==> src/rtl/steering_pkg.sv <==
// Shared types and default timing for the steering PWM driver.
// Defaults assume a 50 MHz clock driving a standard hobby servo.
package steering_pkg;

    localparam int CTRL_W = 48;
    localparam int SUM_W  = CTRL_W + 2;

    localparam int DEF_PERIOD_CYCLES   = 1_000_000;
    localparam int DEF_PULSE_MIN       = 50_000;
    localparam int DEF_PULSE_CENTER    = 75_000;
    localparam int DEF_PULSE_MAX       = 100_000;
    localparam int DEF_CTRL_SHIFT      = 16;
    localparam int DEF_RATE_STEP       = 1_000;
    localparam int DEF_TIMEOUT_PERIODS = 10;

    typedef enum logic [1:0] {
        IDLE     = 2'd0,
        RUN      = 2'd1,
        FAILSAFE = 2'd2
    } steer_state_t;

    // A zero minimum would allow a permanently-low output, which the servo reads as a lost signal.
    function automatic bit pulse_limits_ok(input int pmin, input int pcenter,
                                           input int pmax, input int period);
        return (pmin > 0) && (pmin <= pcenter) && (pcenter <= pmax) && (pmax < period);
    endfunction

endpackage

==> src/rtl/steer_target_clamp.sv <==
// Maps a signed steering command to a pulse width: arithmetic shift, centre offset,
// clamp to the servo's mechanical limits, and flag when the clamp engaged.
module steer_target_clamp
    import steering_pkg::*;
#(
    parameter int W            = 20,
    parameter int CTRL_SHIFT   = DEF_CTRL_SHIFT,
    parameter int PULSE_MIN    = DEF_PULSE_MIN,
    parameter int PULSE_CENTER = DEF_PULSE_CENTER,
    parameter int PULSE_MAX    = DEF_PULSE_MAX
) (
    input  logic signed [CTRL_W-1:0] ctrl_value_i,
    output logic        [W-1:0]      target_o,
    output logic                     saturated_o
);

    localparam logic signed [SUM_W-1:0] MIN_S    = SUM_W'(PULSE_MIN);
    localparam logic signed [SUM_W-1:0] CENTER_S = SUM_W'(PULSE_CENTER);
    localparam logic signed [SUM_W-1:0] MAX_S    = SUM_W'(PULSE_MAX);

    logic signed [SUM_W-1:0] ext;
    logic signed [SUM_W-1:0] offset;
    logic signed [SUM_W-1:0] sum;

    always_comb begin
        ext    = {{(SUM_W-CTRL_W){ctrl_value_i[CTRL_W-1]}}, ctrl_value_i};
        // Arithmetic shift floors toward minus infinity, so -1 maps to an offset of -1.
        offset = ext >>> CTRL_SHIFT;
        sum    = CENTER_S + offset;
        if (sum < MIN_S) begin
            target_o    = W'(PULSE_MIN);
            saturated_o = 1'b1;
        end else if (sum > MAX_S) begin
            target_o    = W'(PULSE_MAX);
            saturated_o = 1'b1;
        end else begin
            target_o    = sum[W-1:0];
            saturated_o = 1'b0;
        end
    end

endmodule

==> src/rtl/steering_pwm_driver.sv <==
// Servo PWM driver: captures clamped steering targets, rate-limits the pulse width at
// period boundaries and falls back to the neutral pulse when commands stop arriving.
module steering_pwm_driver
    import steering_pkg::*;
#(
    parameter int PERIOD_CYCLES   = DEF_PERIOD_CYCLES,
    parameter int PULSE_MIN       = DEF_PULSE_MIN,
    parameter int PULSE_CENTER    = DEF_PULSE_CENTER,
    parameter int PULSE_MAX       = DEF_PULSE_MAX,
    parameter int CTRL_SHIFT      = DEF_CTRL_SHIFT,
    parameter int RATE_STEP       = DEF_RATE_STEP,
    parameter int TIMEOUT_PERIODS = DEF_TIMEOUT_PERIODS,
    localparam int W              = $clog2(PERIOD_CYCLES + 1)
) (
    input  logic                     clk,
    input  logic                     rst,
    input  logic                     i_ctrl_valid,
    input  logic signed [CTRL_W-1:0] i_ctrl_value,
    input  logic                     i_enable,
    output logic                     o_pwm,
    output logic                     o_period_start,
    output logic        [W-1:0]      o_pulse_width,
    output logic                     o_saturated,
    output logic                     o_timeout,
    output steer_state_t             o_dbg_state
);

    localparam int MISS_W = $clog2(TIMEOUT_PERIODS + 1);

    localparam logic [W-1:0]      LAST_CNT = W'(PERIOD_CYCLES - 1);
    localparam logic [W-1:0]      CENTER_W = W'(PULSE_CENTER);
    localparam logic [W-1:0]      STEP_W   = W'(RATE_STEP);
    localparam logic [MISS_W-1:0] MISS_MAX = MISS_W'(TIMEOUT_PERIODS);

    if (!pulse_limits_ok(PULSE_MIN, PULSE_CENTER, PULSE_MAX, PERIOD_CYCLES)) begin : g_limit_check
        $error("steering_pwm_driver: need 0 < PULSE_MIN <= PULSE_CENTER <= PULSE_MAX < PERIOD_CYCLES");
    end

    steer_state_t      state_q, state_d;
    logic [W-1:0]      cnt_q, cnt_d;
    logic [W-1:0]      width_q, width_d;
    logic [W-1:0]      target_q, target_d;
    logic              sat_q, sat_d;
    logic [MISS_W-1:0] miss_q, miss_d;
    logic              seen_q, seen_d;
    logic              pwm_q, pwm_d;
    logic              pstart_q, pstart_d;

    logic         active;
    logic         running;
    logic         boundary;
    logic [W-1:0] clamp_target;
    logic         clamp_sat;
    logic [W-1:0] goal;
    logic [W-1:0] stepped;

    steer_target_clamp #(
        .W            (W),
        .CTRL_SHIFT   (CTRL_SHIFT),
        .PULSE_MIN    (PULSE_MIN),
        .PULSE_CENTER (PULSE_CENTER),
        .PULSE_MAX    (PULSE_MAX)
    ) u_clamp (
        .ctrl_value_i (i_ctrl_value),
        .target_o     (clamp_target),
        .saturated_o  (clamp_sat)
    );

    always_ff @(posedge clk or negedge rst) begin
        if (!rst) begin
            state_q <= IDLE;
        end else begin
            state_q <= state_d;
        end
    end

    always_comb begin
        state_d = state_q;
        if (!i_enable) begin
            state_d = IDLE;
        end else begin
            case (state_q)
                IDLE:     state_d = RUN;
                RUN:      if (boundary && (miss_d == MISS_MAX)) state_d = FAILSAFE;
                FAILSAFE: if (boundary && seen_q) state_d = RUN;
                default:  state_d = IDLE;
            endcase
        end
    end

    always_comb begin
        active      = (state_q != IDLE);
        o_timeout   = (state_q == FAILSAFE);
        o_dbg_state = state_q;
    end

    // The enable gate makes a falling i_enable visible on the very next registered output.
    assign running  = active && i_enable;
    assign boundary = running && (cnt_q == LAST_CNT);

    always_comb begin
        goal = (state_q == FAILSAFE) ? CENTER_W : target_q;
        if (goal > width_q) begin
            stepped = ((goal - width_q) > STEP_W) ? (width_q + STEP_W) : goal;
        end else begin
            stepped = ((width_q - goal) > STEP_W) ? (width_q - STEP_W) : goal;
        end
    end

    always_comb begin
        cnt_d    = '0;
        width_d  = CENTER_W;
        pwm_d    = 1'b0;
        pstart_d = 1'b0;
        if (running) begin
            cnt_d    = (cnt_q == LAST_CNT) ? '0 : (cnt_q + 1'b1);
            width_d  = boundary ? stepped : width_q;
            pwm_d    = (cnt_q < width_q);
            pstart_d = (cnt_q == '0);
        end
    end

    // Capture runs in every state, so a command received while idle is ready at enable.
    always_comb begin
        target_d = i_ctrl_valid ? clamp_target : target_q;
        sat_d    = i_ctrl_valid ? clamp_sat    : sat_q;
        seen_d   = boundary ? i_ctrl_valid : (seen_q | i_ctrl_valid);
        miss_d   = miss_q;
        if (i_ctrl_valid) begin
            miss_d = '0;
        end else if (boundary && !seen_q && (miss_q < MISS_MAX)) begin
            miss_d = miss_q + 1'b1;
        end
    end

    always_ff @(posedge clk or negedge rst) begin
        if (!rst) begin
            cnt_q    <= '0;
            width_q  <= CENTER_W;
            target_q <= CENTER_W;
            sat_q    <= 1'b0;
            miss_q   <= '0;
            seen_q   <= 1'b0;
            pwm_q    <= 1'b0;
            pstart_q <= 1'b0;
        end else begin
            cnt_q    <= cnt_d;
            width_q  <= width_d;
            target_q <= target_d;
            sat_q    <= sat_d;
            miss_q   <= miss_d;
            seen_q   <= seen_d;
            pwm_q    <= pwm_d;
            pstart_q <= pstart_d;
        end
    end

    assign o_pwm          = pwm_q;
    assign o_period_start = pstart_q;
    assign o_pulse_width  = width_q;
    assign o_saturated    = sat_q;

endmodule
==> config.mk <==
export PLATFORM = sky130hd
export DESIGN_NAME = steering_pwm_driver
export DESIGN_NICKNAME = d
export VERILOG_FILES = /design/src/rtl/steering_pkg.sv /design/src/rtl/steer_target_clamp.sv /design/src/rtl/steering_pwm_driver.sv
export SDC_FILE = /design/constraint.sdc
export NUM_CORES = 1
export LEC_CHECK = 0
export ABC_AREA = 1
export BUFFER_PORTS_ARGS = -buffer_cell sky130_fd_sc_hd__buf_2
export CAP_MARGIN = 20
export CORE_ASPECT_RATIO = 1.75
export CORE_MARGIN = 4
export CORE_UTILIZATION = 40
export CTS_BUF_LIST = sky130_fd_sc_hd__clkbuf_16
export DETAILED_ROUTE_END_ITERATION = 7
export PLACE_DENSITY = 0.64
export SYNTH_ARGS = -nofsm -noshare
export SYNTH_HDL_FRONTEND = slang
export SYNTH_SLANG_ARGS = --single-unit
==> constraint.sdc <==
create_clock -name clk -period 2.9 [get_ports clk]
set_input_delay 0.435 -clock clk [delete_from_list [all_inputs] [get_ports clk]]
set_output_delay 0.435 -clock clk [all_outputs]
set_load 0.05 [all_outputs]
==> results.cfg, run 1 <==
[worst_setup_path]
crit_top_cell = nand2_2
worst_path_largest_cell_delay_ns = 0.42
cp.required_ns = 3.18
startpoint_type = register
path_class = register to register
arrival_ns = 3.48
cp_slowest_cell = dfrtp_2
crit_path_end_kind = register
worst-path-max-fanout = 8

[finish]
seq_area_sq_mm = 0.00177
fill_cells = 2069
fin_util = 0.568
syn2layout_area_growth_pct = 40.0
antenna_cells = 0
nets = 1781
drive_above_1_share = 0.310
multi_input_area_sq_mm = 0.00649
layout.cells.non_filler = 1928

[synthesis]
synth_common_cells = nand2_1 (417), inv_1 (214), nor2_1 (154)
syn_nets = 1517
synth.largest_area_cell = nand2_1
ys_ff_latch = 70
avgSynthCellArea_sq_um = 6.00
ys.flop_type = dfrtp_1
yosysWarnings = 0
synth_area_leaders = nand2_1 (19%), dfrtp_1 (16%), inv_1 (9.5%)
yosysTopAreaCellShare = 0.185
ys_seq_area_frac = 0.210
synthDistinctLibCells = 50
synth-edff-count = 0
netlist_area_sq_mm = 0.00845
syn_inst = 1407
synth_most_common_cell = nand2_1
ys_async_sr_fraction = 1.00

[cts]
cts_tree = yes
clk_latency_ns = 0.34
cts_buffers = 9
htree_levels = 3
cts_sinks = 70
clockBufferDepth = 2
cts-root-buf = clkbuf_16
path_clk_slew_ns = 0.07

[route]
num_vias = 10100
route.met2.wl_um = 16600
top_layer = met4
wl_per_cell_um = 16.0
drt-met1-wl_um = 10900
vias_per_cell = 5.23
dr_wl_met3_um = 899
drtPass1Iterations = 5
wirelength_um = 30900
drc = 0
initialDrtViolationCount = 597
ant_nets = 0

[sta]
slew_violations = 0
min_period_over_period = 1.10
finalHoldViolCount = 0
worst_slack_ns = -0.299
skew_ns = 0.0132
max-slew-margin-rel = 0.559
fmax_ghz = 0.313
worst_slew_pin_slew_ns = 0.661
setup_viol = 20
rsz0062_at_grt = true
min_period_ns = 3.20
tns_ns = -5.35

[place]
io_buffer_count = 61
dp_hpwl_um = 24900
place_congestion = 0.952
placed_cells = 1890

[grt]
grt_pass1_wl_um = 49000
grt_overflow_total = 0
antenna_found_initial = 0
grt_start_max_net_pins = 49
grt_usage = 0.257
grt_pass1_vias = 10100

[run]
maxCapViolations = 0

[power]
vdd_ir_drop_max_uv = 298
leakagePower_nw = 6.23
power_density_mw_per_mm2 = 466

[status]
violations = negative setup slack
outcome = finished, violations left

[die]
start_util = 0.405
core_area_sq_mm = 0.0208
ioPinCount = 78
die_width_um = 118
die_h_um = 200
rows = 70
fp.dieArea_sq_mm = 0.0236

[hold_path]
hold_path.class = input pin to asynchronous set/reset pin
state kept, by name (all words and copies together) (netlist names):
signal / count
o_pulse_width: 20
target_q: 20
cnt_q: 20
o_pwm: 1
o_saturated: 1
o_period_start: 1
seen_q: 1
o_dbg_state: 2
miss_q: 4
kinds of logic (layout without fill, tap and decap cells):
family | Yosys count | in the layout | synth area share
flops | 70 | 70 | 0.210
xor+xnor | 50 | 50 | 0.0518
compound gates | 152 | 152 | 0.101
simple gates | 823 | 823 | 0.432
buf+inv | 254 | 523 | 0.119
fa+ha+maj | 58 | 58 | 0.0868
power breakdown:
group | total, mW | switching, mW | internal [mW]
logic | 3.26 | 1.94 | 1.32
clock network | 1.20 | 0.450 | 0.748
registers | 1.06 | 0.0299 | 1.03
cell type report:
class | instances | share of cell area
multi-input combinational | 1083 | 0.549
timing repair buffer | 278 | 0.174
sequential | 70 | 0.150
inverter | 229 | 0.0737
tap | 252 | 0.0267
clock buffer | 9 | 0.0190
clock inverter | 7 | 0.00762
critical path, delay by kind of cell (launching register included):
kind	cells	cell delay, ns
simple gates	19	1.81
buf+inv	5	0.57
flops	1	0.42
fa+ha+maj	1	0.32
cells in the final DEF (no fill, tap or decap), types with 23 or more instances in the layout:
| master | n |
|---|---|
| a21oi_1 | 61 |
| buf_2 | 60 |
| buf_4 | 196 |
| dfrtp_1 | 52 |
| ha_1 | 41 |
| inv_1 | 202 |
| inv_2 | 24 |
| nand2_1 | 370 |
| nand2_2 | 52 |
| nand3_1 | 102 |
| nand3_2 | 24 |
| nand4_1 | 42 |
| nor2_1 | 125 |
| nor2_2 | 23 |
| nor3_1 | 23 |
| o21ai_0 | 32 |
| xor2_1 | 44 |
path summary, 6_finish.rpt:
kind,slack (ns),endpoint,cells past startpoint,start
worst max-delay path,-0.30,o_pulse_width[3]$_DFFE_PN1P_,25,o_dbg_state[1]$_DFFE_PN0P_
worst min-delay path,0.11,o_pulse_width[18]$_DFFE_PN0P_,1,rst
worst max register to register,-0.30,o_pulse_width[3]$_DFFE_PN1P_,25,o_dbg_state[1]$_DFFE_PN0P_
worst min register to register,0.47,cnt_q[0]$_DFF_PN0_,1,cnt_q[0]$_DFF_PN0_
max in group asynchronous,2.04,target_q[7]$_DFFE_PN1P_,2,rst
min in group clk,0.36,target_q[2]$_DFFE_PN0P_,3,i_ctrl_value[18]
repair_timing:
item / 4_1_cts / 5_1_grt
resized for setup: 125 / 63
hold buffers: 0 / 0
cloned: 1 / 1
setup buffers: 14 / 8
endpoints found under the hold margin: 0 / 0
pin swaps: 54 / 33
endpoints found under the setup margin: 20 / 20
stage by stage:
step	setup slack, ns	area [sq um]	power [mW]	hold slack (ns)
2_1_floorplan	-0.198	8630	2.70	0.139
3_3_place_gp	-0.503	10600	3.80	0.448
3_5_place_dp	-0.526	10600	3.82	0.458
4_1_cts	-0.223	11500	5.34	0.147
5_1_grt	-0.492	11800	5.87	0.162
6_report	-0.299	11800	5.52	0.114
layer usage:
metal | vias to the layer above | track usage
met5 | - | 0
met4 | 0 | 0.191
met3 | 126 | 0.0232
met2 | 289 | 0.488
met1 | 4642 | 0.255
li1 | 5027 | -
Power figures use the tool's default switching activity.
==> run 2: changes to the inputs <==
--- a/config.mk
+++ b/config.mk
@@ -14,6 +14,7 @@
 export CTS_BUF_LIST = sky130_fd_sc_hd__clkbuf_16
 export DETAILED_ROUTE_END_ITERATION = 7
 export PLACE_DENSITY = 0.64
+export SETUP_SLACK_MARGIN = 0.2
 export SYNTH_ARGS = -nofsm -noshare
 export SYNTH_HDL_FRONTEND = slang
 export SYNTH_SLANG_ARGS = --single-unit
==> constraint.sdc (replaced) <==
create_clock -name clk -period 2.8 [get_ports clk]
set_input_delay 0.42 -clock clk [delete_from_list [all_inputs] [get_ports clk]]
set_output_delay 0.42 -clock clk [all_outputs]
set_load 0.05 [all_outputs]
==> run 2 against run 1 <==
- the flow still finishes with violations (negative setup slack)
- sequential share of layout area hardly changed
- register-to-register slack worse by 0.08 ns
- non-clock buffer count down 7
- via count up 1.8%
- global-route usage grew 0.45 points
- final cell count fell by 0.36%
- design area rose by 0.29%
- die area did not move
==> results.cfg, run 2 (synthesis gave the netlist of run 1 again) <==
[finish]
drive_above_1_share = 0.324
mostFrequentLayoutCells = nand2_1 (353), inv_1 (200), buf_4 (193), nor2_1 (125), nand3_1 (103)
fill_cells = 2073
syn2layout_area_growth_pct = 40.4
nets = 1774
final_common_cell = nand2_1
fin_util = 0.569
antenna_cells = 0
layout.cells.non_filler = 1921

[cts]
path_clk_slew_ns = 0.06
htree_levels = 3
cts-root-buf = clkbuf_16
clockBufferDepth = 2
clk_latency_ns = 0.33
cts_sinks = 70
cts_buffers = 9
cts_tree = yes

[route]
drtPass1Iterations = 5
wirelength_um = 32000
wl_per_cell_um = 16.7
num_vias = 10300
drc = 0
vias_per_cell = 5.34
initialDrtViolationCount = 517
ant_nets = 0

[sta]
finalHoldViolCount = 0
skew_ns = 0.00697
slew_violations = 0
worst_slew_pin_slew_ns = 0.635
max-slew-margin-rel = 0.574
worst_slack_ns = -0.382
tns_ns = -6.58
min_period_ns = 3.18
setup_viol = 20
fmax_ghz = 0.314
rsz0062_at_grt = true
min_period_over_period = 1.14

[worst_setup_path]
worstRegToRegCells = 22
arrival_ns = 3.45
crit_path_end_kind = register
rr_startpoint = o_dbg_state[0]$_DFFE_PN0P_
timing.rr.end = o_pulse_width[17]$_DFFE_PN0P_
cp.required_ns = 3.07
worst-path-max-fanout = 8
startpoint_type = register
path_class = register to register
r2r_setup_slack_ns = -0.38

[die]
fp.dieArea_sq_mm = 0.0236
die_width_um = 118
rows = 70
start_util = 0.405
ioPinCount = 78
core_area_sq_mm = 0.0208
die_h_um = 200

[status]
outcome = finished, violations left
violations = negative setup slack

[grt]
antenna_found_initial = 0
grt_overflow_total = 0
top_usage_layer = met2
grt_usage = 0.261
grt_pass1_wl_um = 49800
grt_pass1_vias = 10200
grt_util_met2 = 0.502
grt_util_met1 = 0.257
grt_start_max_net_pins = 36
use_met3 = 0.0201

[place]
dp_hpwl_um = 25400
place_congestion = 0.999
io_buffer_count = 61
placed_cells = 1880

[hold_path]
hold_path.class = input pin to asynchronous set/reset pin

[power]
power_density_mw_per_mm2 = 468
vdd_ir_drop_max_uv = 351
leakagePower_nw = 6.30
fin_total_pwr_mw = 5.55

[run]
maxCapViolations = 0
==> run 2: cell count changes in the layout (fill, tap and decap cells not counted), moves of 7 or more <==
cell / before / now
nand2_1: 370 / 353
buf_6: 18 / 8
nand2_4: 13 / 23
nand2_2: 52 / 60
a21oi_1: 61 / 54
a21oi_2: 11 / 18
==> run 2: layout make-up <==
class                   instances  area [sq um]  share of cell area
well taps                     252           315              0.0266
clock buffers                   9           225              0.0190
flip-flops and latches         70          1770               0.150
multi-input cells            1083          6610               0.557
repair buffers                271          2040               0.172
clock inverters                 7          27.5             0.00232
inverters                     229           872              0.0735
==> run 2: critical path, stage by stage, from the launching register on <==
cell and delay (ns):
dfrtp_2 0.42, inv_4 0.09, nand2_8 0.10, inv_8 0.09
buf_12 0.14, nor2_4 0.05, ha_2 0.40, nand2_2 0.11
nor2_1 0.20, nand3_1 0.18, o21bai_4 0.16, a21oi_2 0.05
nand3_1 0.08, nand2_1 0.06, nor2_2 0.14, nand3_4 0.11
nor2_4 0.19, buf_6 0.15, clkbuf_16 0.14, nand2_1 0.04
o211ai_1 0.08, nand2_1 0.08, nand2_1 0.06
==> run 2: per-layer routing <==
metal / wire, um / part of all wire
met4: 2370 / 0.074
met1: 11300 / 0.35
met5: 0 / 0
met3: 1140 / 0.036
met2: 17200 / 0.54
==> run 2: worst max-delay path by stage <==
stage | startpoint | endpoint | slack, ns | depth (start not counted)
after CTS | o_dbg_state[0]$_DFFE_PN0P_ | o_pulse_width[12]$_DFFE_PN0P_ | -0.27 | 25
after global routing | o_dbg_state[0]$_DFFE_PN0P_ | o_pulse_width[15]$_DFFE_PN0P_ | -0.55 | 22
after detailed placement | o_dbg_state[0]$_DFFE_PN0P_ | o_pulse_width[6]$_DFFE_PN1P_ | -0.44 | 20
final | o_dbg_state[0]$_DFFE_PN0P_ | o_pulse_width[17]$_DFFE_PN0P_ | -0.38 | 22
after floorplan | o_dbg_state[0]$_DFFE_PN0P_ | o_pulse_width[12]$_DFFE_PN0P_ | -0.30 | 30
after global placement | o_dbg_state[1]$_DFFE_PN0P_ | o_pulse_width[0]$_DFFE_PN0P_ | -0.44 | 21
==> run 2: through the flow <==
| step | area [sq um] | hold WS [ns] | setup WS [ns] |
|---|---|---|---|
| 3_5_place_dp | 10500 | 0.423 | -0.442 |
| 5_1_grt | 11900 | 0.0805 | -0.548 |
| 6_report | 11900 | 0.0389 | -0.382 |
| 4_1_cts | 11400 | 0.0705 | -0.275 |
| 3_3_place_gp | 10500 | 0.418 | -0.436 |
| 2_1_floorplan | 8630 | 0.124 | -0.298 |
==> run 2: timing repair <==
item	in CTS	in global routing
pin swaps	40	51
buffers inserted	14	9
setup endpoints to repair	20	30
hold endpoints to repair	0	0
resized for setup	131	93
gates cloned	1	1
hold buffers	0	0
==> run 2: power breakdown <==
| part | internal, mW | switching, mW |
|---|---|---|
| logic | 1.38 | 2.04 |
| clock network | 0.579 | 0.438 |
| registers | 1.07 | 0.0379 |
| total | 3.03 | 2.52 |
==> run 3: changes to the inputs <==
--- a/config.mk
+++ b/config.mk
@@ -13,8 +13,10 @@
 export CORE_UTILIZATION = 40
 export CTS_BUF_LIST = sky130_fd_sc_hd__clkbuf_16
 export DETAILED_ROUTE_END_ITERATION = 7
-export PLACE_DENSITY = 0.64
+export PLACE_DENSITY = 0.63
 export SETUP_SLACK_MARGIN = 0.2
+export SLEW_MARGIN = 10
 export SYNTH_ARGS = -nofsm -noshare
 export SYNTH_HDL_FRONTEND = slang
+export SYNTH_HIERARCHICAL = 1
 export SYNTH_SLANG_ARGS = --single-unit
==> run 3 against run 2 <==
- the flow still finishes with violations (negative setup slack)
- largest power group is now clock
- sequential power fell by 4%
- synthesized cell count rose by 10%
- critical path depth rose by 1
- clock power rose by 40%
- critical path type unchanged
- largest cell class unchanged
- maximum frequency fell by 0.81%
- power fell by 31%
- clock-buffer cell count did not move
- first-iteration DRC count rose by 17%
==> results.cfg, run 3 <==
[status]
outcome = finished, violations left
violations = negative setup slack

[die]
fp.dieArea_sq_mm = 0.0247
start_util = 0.408
die_width_um = 120
core_area_sq_mm = 0.0217
ioPinCount = 78
die_h_um = 205
rows = 71

[route]
drc = 0
num_vias = 11000
drtPass1Iterations = 5
ant_nets = 0
initialDrtViolationCount = 604
vias_per_cell = 5.21
wirelength_um = 34600
wl_per_cell_um = 16.3

[cts]
hold_buffers = 0
path_clk_slew_ns = 0.06
clockBufferDepth = 2
cts_sinks = 70
htree_levels = 3
cts_tree = yes
cts-root-buf = clkbuf_16
clk_latency_ns = 0.34
cts_buffers = 9

[hold_path]
hold_path.class = input pin to asynchronous set/reset pin

[grt]
grt_start_max_net_pins = 56
antenna_found_initial = 0
grt_usage = 0.275
grt_pass1_vias = 11000
grt_overflow_total = 0
grt_pass1_wl_um = 53600

[finish]
mostFrequentLayoutCells = nand2_1 (444), inv_1 (228), buf_4 (199), nand3_1 (151), nor2_1 (131)
nets = 1931
syn2layout_area_growth_pct = 44.1
final_common_cell = nand2_1
fin_area_sq_mm = 0.0128
drive_above_1_share = 0.319
antenna_cells = 0

[synthesis]
ys_async_sr_fraction = 1.00
synth_common_cells = nand2_1 (515), inv_1 (242), nand3_1 (185)
synth-edff-count = 0
synth_most_common_cell = nand2_1
synthDistinctLibCells = 46
ys_ff_latch = 70
ys_seq_area_frac = 0.200
synth.largest_area_cell = nand2_1
netlist_area_sq_mm = 0.00885
syn_inst = 1554
yosysWarnings = 6
avgSynthCellArea_sq_um = 5.70
synth_area_leaders = nand2_1 (22%), dfrtp_1 (15%), nand3_1 (10%)
ys.flop_type = dfrtp_1
yosysTopAreaCellShare = 0.218

[power]
fin_total_pwr_mw = 3.82
p_sw_mw = 1.30
power_density_mw_per_mm2 = 300
internal-power_mw = 2.52
vdd_ir_drop_max_uv = 369
power_frac_comb = 0.345
power.share.clock = 0.375
seqPwrFrac = 0.280
switching_share = 0.341
leakagePower_nw = 6.74

[place]
io_buffer_count = 61
place_congestion = 1.06
placed_cell_area_sq_mm = 0.0109
dp_hpwl_um = 27200

[sta]
tns_ns = -7.45
fmax_ghz = 0.312
max-slew-margin-rel = 0.391
worst_slew_pin_slew_ns = 0.906
slew_violations = 0
finalHoldViolCount = 0
setup_viol = 20
worst_slack_ns = -0.408
skew_ns = 0.00908
min_period_over_period = 1.15
rsz0062_at_grt = true
min_period_ns = 3.21

[run]
maxCapViolations = 0

[worst_setup_path]
crit_path_end_kind = register
cp_top_family = simple AND/OR/NAND/NOR gates
worst_path_largest_cell_delay_ns = 0.45
crit_top_cell = nor2_1
path_class = register to register
cp.required_ns = 3.08
cp_slowest_cell = dfrtp_2
worst-path-max-fanout = 8
path_buf_inv = 6
startpoint_type = register
arrival_ns = 3.48
cp_cell_sequence = nand2_8 > inv_8 > buf_12 > nor2_4 > ha_4 > buf_6 > nand2_2 > nor2_1 > buf_4 > buf_4 > nand2_1 > nor2_1 > nor3_1 > nand4_1 > nand2_2 > nand3_2 > nor2_4 > buf_6 > nand2_2 > nand3_2 > nand2_1 > nor2_1 > nor2_1
==> run 3: cell count changes after synthesis, moves of 12 or more <==
cell | previous run | this run
nand3_1 | 122 | 185
inv_1 | 214 | 242
xor2_1 | 44 | 29
o21ai_0 | 32 | 44
a21oi_1 | 74 | 55
nand2_1 | 417 | 515
nor2_1 | 154 | 170
==> run 3: cells by family after synthesis <==
kind of cell,synth area share
AOI/OAI and AO/OA,0.0770
xor gates and xnor gates,0.0317
adders and majority gates,0.0828
buffers and inverters,0.130
DFF,0.200
other,0.000424
and+or+nand+nor,0.478
==> run 3: per-stage QoR <==
step           instances  hold slack (ns)  setup WS [ns]   util
6_report            2118            0.138         -0.408  0.589
5_1_grt             2118            0.192         -0.566  0.589
4_1_cts             2097            0.161         -0.344  0.548
3_5_place_dp        2063            0.457         -0.541  0.504
3_3_place_gp        2063            0.444         -0.505  0.504
2_1_floorplan       1556            0.124         -0.381      -
==> run 3: timing repair <==
action,in CTS,in global routing
hold endpoints to repair,0,0
setup buffers,17,20
setup endpoints to repair,20,30
gates cloned,1,1
gates resized for setup,115,182
pin swaps,85,120
==> run 3: worst paths after layout <==
check | slack, ns | cells after the start | from | endpoint
min in group clk | 0.36 | 3 | i_enable | o_dbg_state[0]$_DFFE_PN0P_
min reg2reg | 0.48 | 2 | o_saturated$_DFFE_PN0P_ | o_saturated$_DFFE_PN0P_
max reg2reg | -0.41 | 23 | o_dbg_state[1]$_DFFE_PN0P_ | o_pulse_width[10]$_DFFE_PN1P_
min | 0.14 | 1 | rst | o_dbg_state[1]$_DFFE_PN0P_
max | -0.41 | 23 | o_dbg_state[1]$_DFFE_PN0P_ | o_pulse_width[10]$_DFFE_PN1P_
max in group asynchronous | 1.96 | 2 | rst | o_pulse_width[3]$_DFFE_PN1P_
==> run 3: routing by layer <==
| metal | wire length (um) | track usage |
|---|---|---|
| met5 | 0 | 0 |
| met3 | 1130 | 0.0191 |
| met2 | 18800 | 0.542 |
| met1 | 11500 | 0.261 |
| met4 | 3100 | 0.194 |
==> run 3: area by class of cell <==
| class | instances | area, sq um |
|---|---|---|
| Clock buffer | 9 | 225 |
| Clock inverter | 7 | 136 |
| Fill cell | 2111 | 8920 |
| Inverter | 259 | 992 |
| Multi-Input combinational cell | 1195 | 7090 |
| Sequential cell | 70 | 1780 |
| Tap cell | 292 | 365 |
| Timing Repair Buffer | 285 | 2160 |
| Timing Repair inverter | 1 | 16.3 |
==> run 3: power groups by stage <==
stage / registers, mW / clock network [mW] / logic (mW)
after floorplan: 1.10 / 0 / 0.610
after global placement: 1.08 / 0 / 1.08
after detailed placement: 1.08 / 0 / 1.08
after CTS: 1.07 / 1.44 / 1.17
after global routing: 1.07 / 1.48 / 1.43
final: 1.07 / 1.43 / 1.32
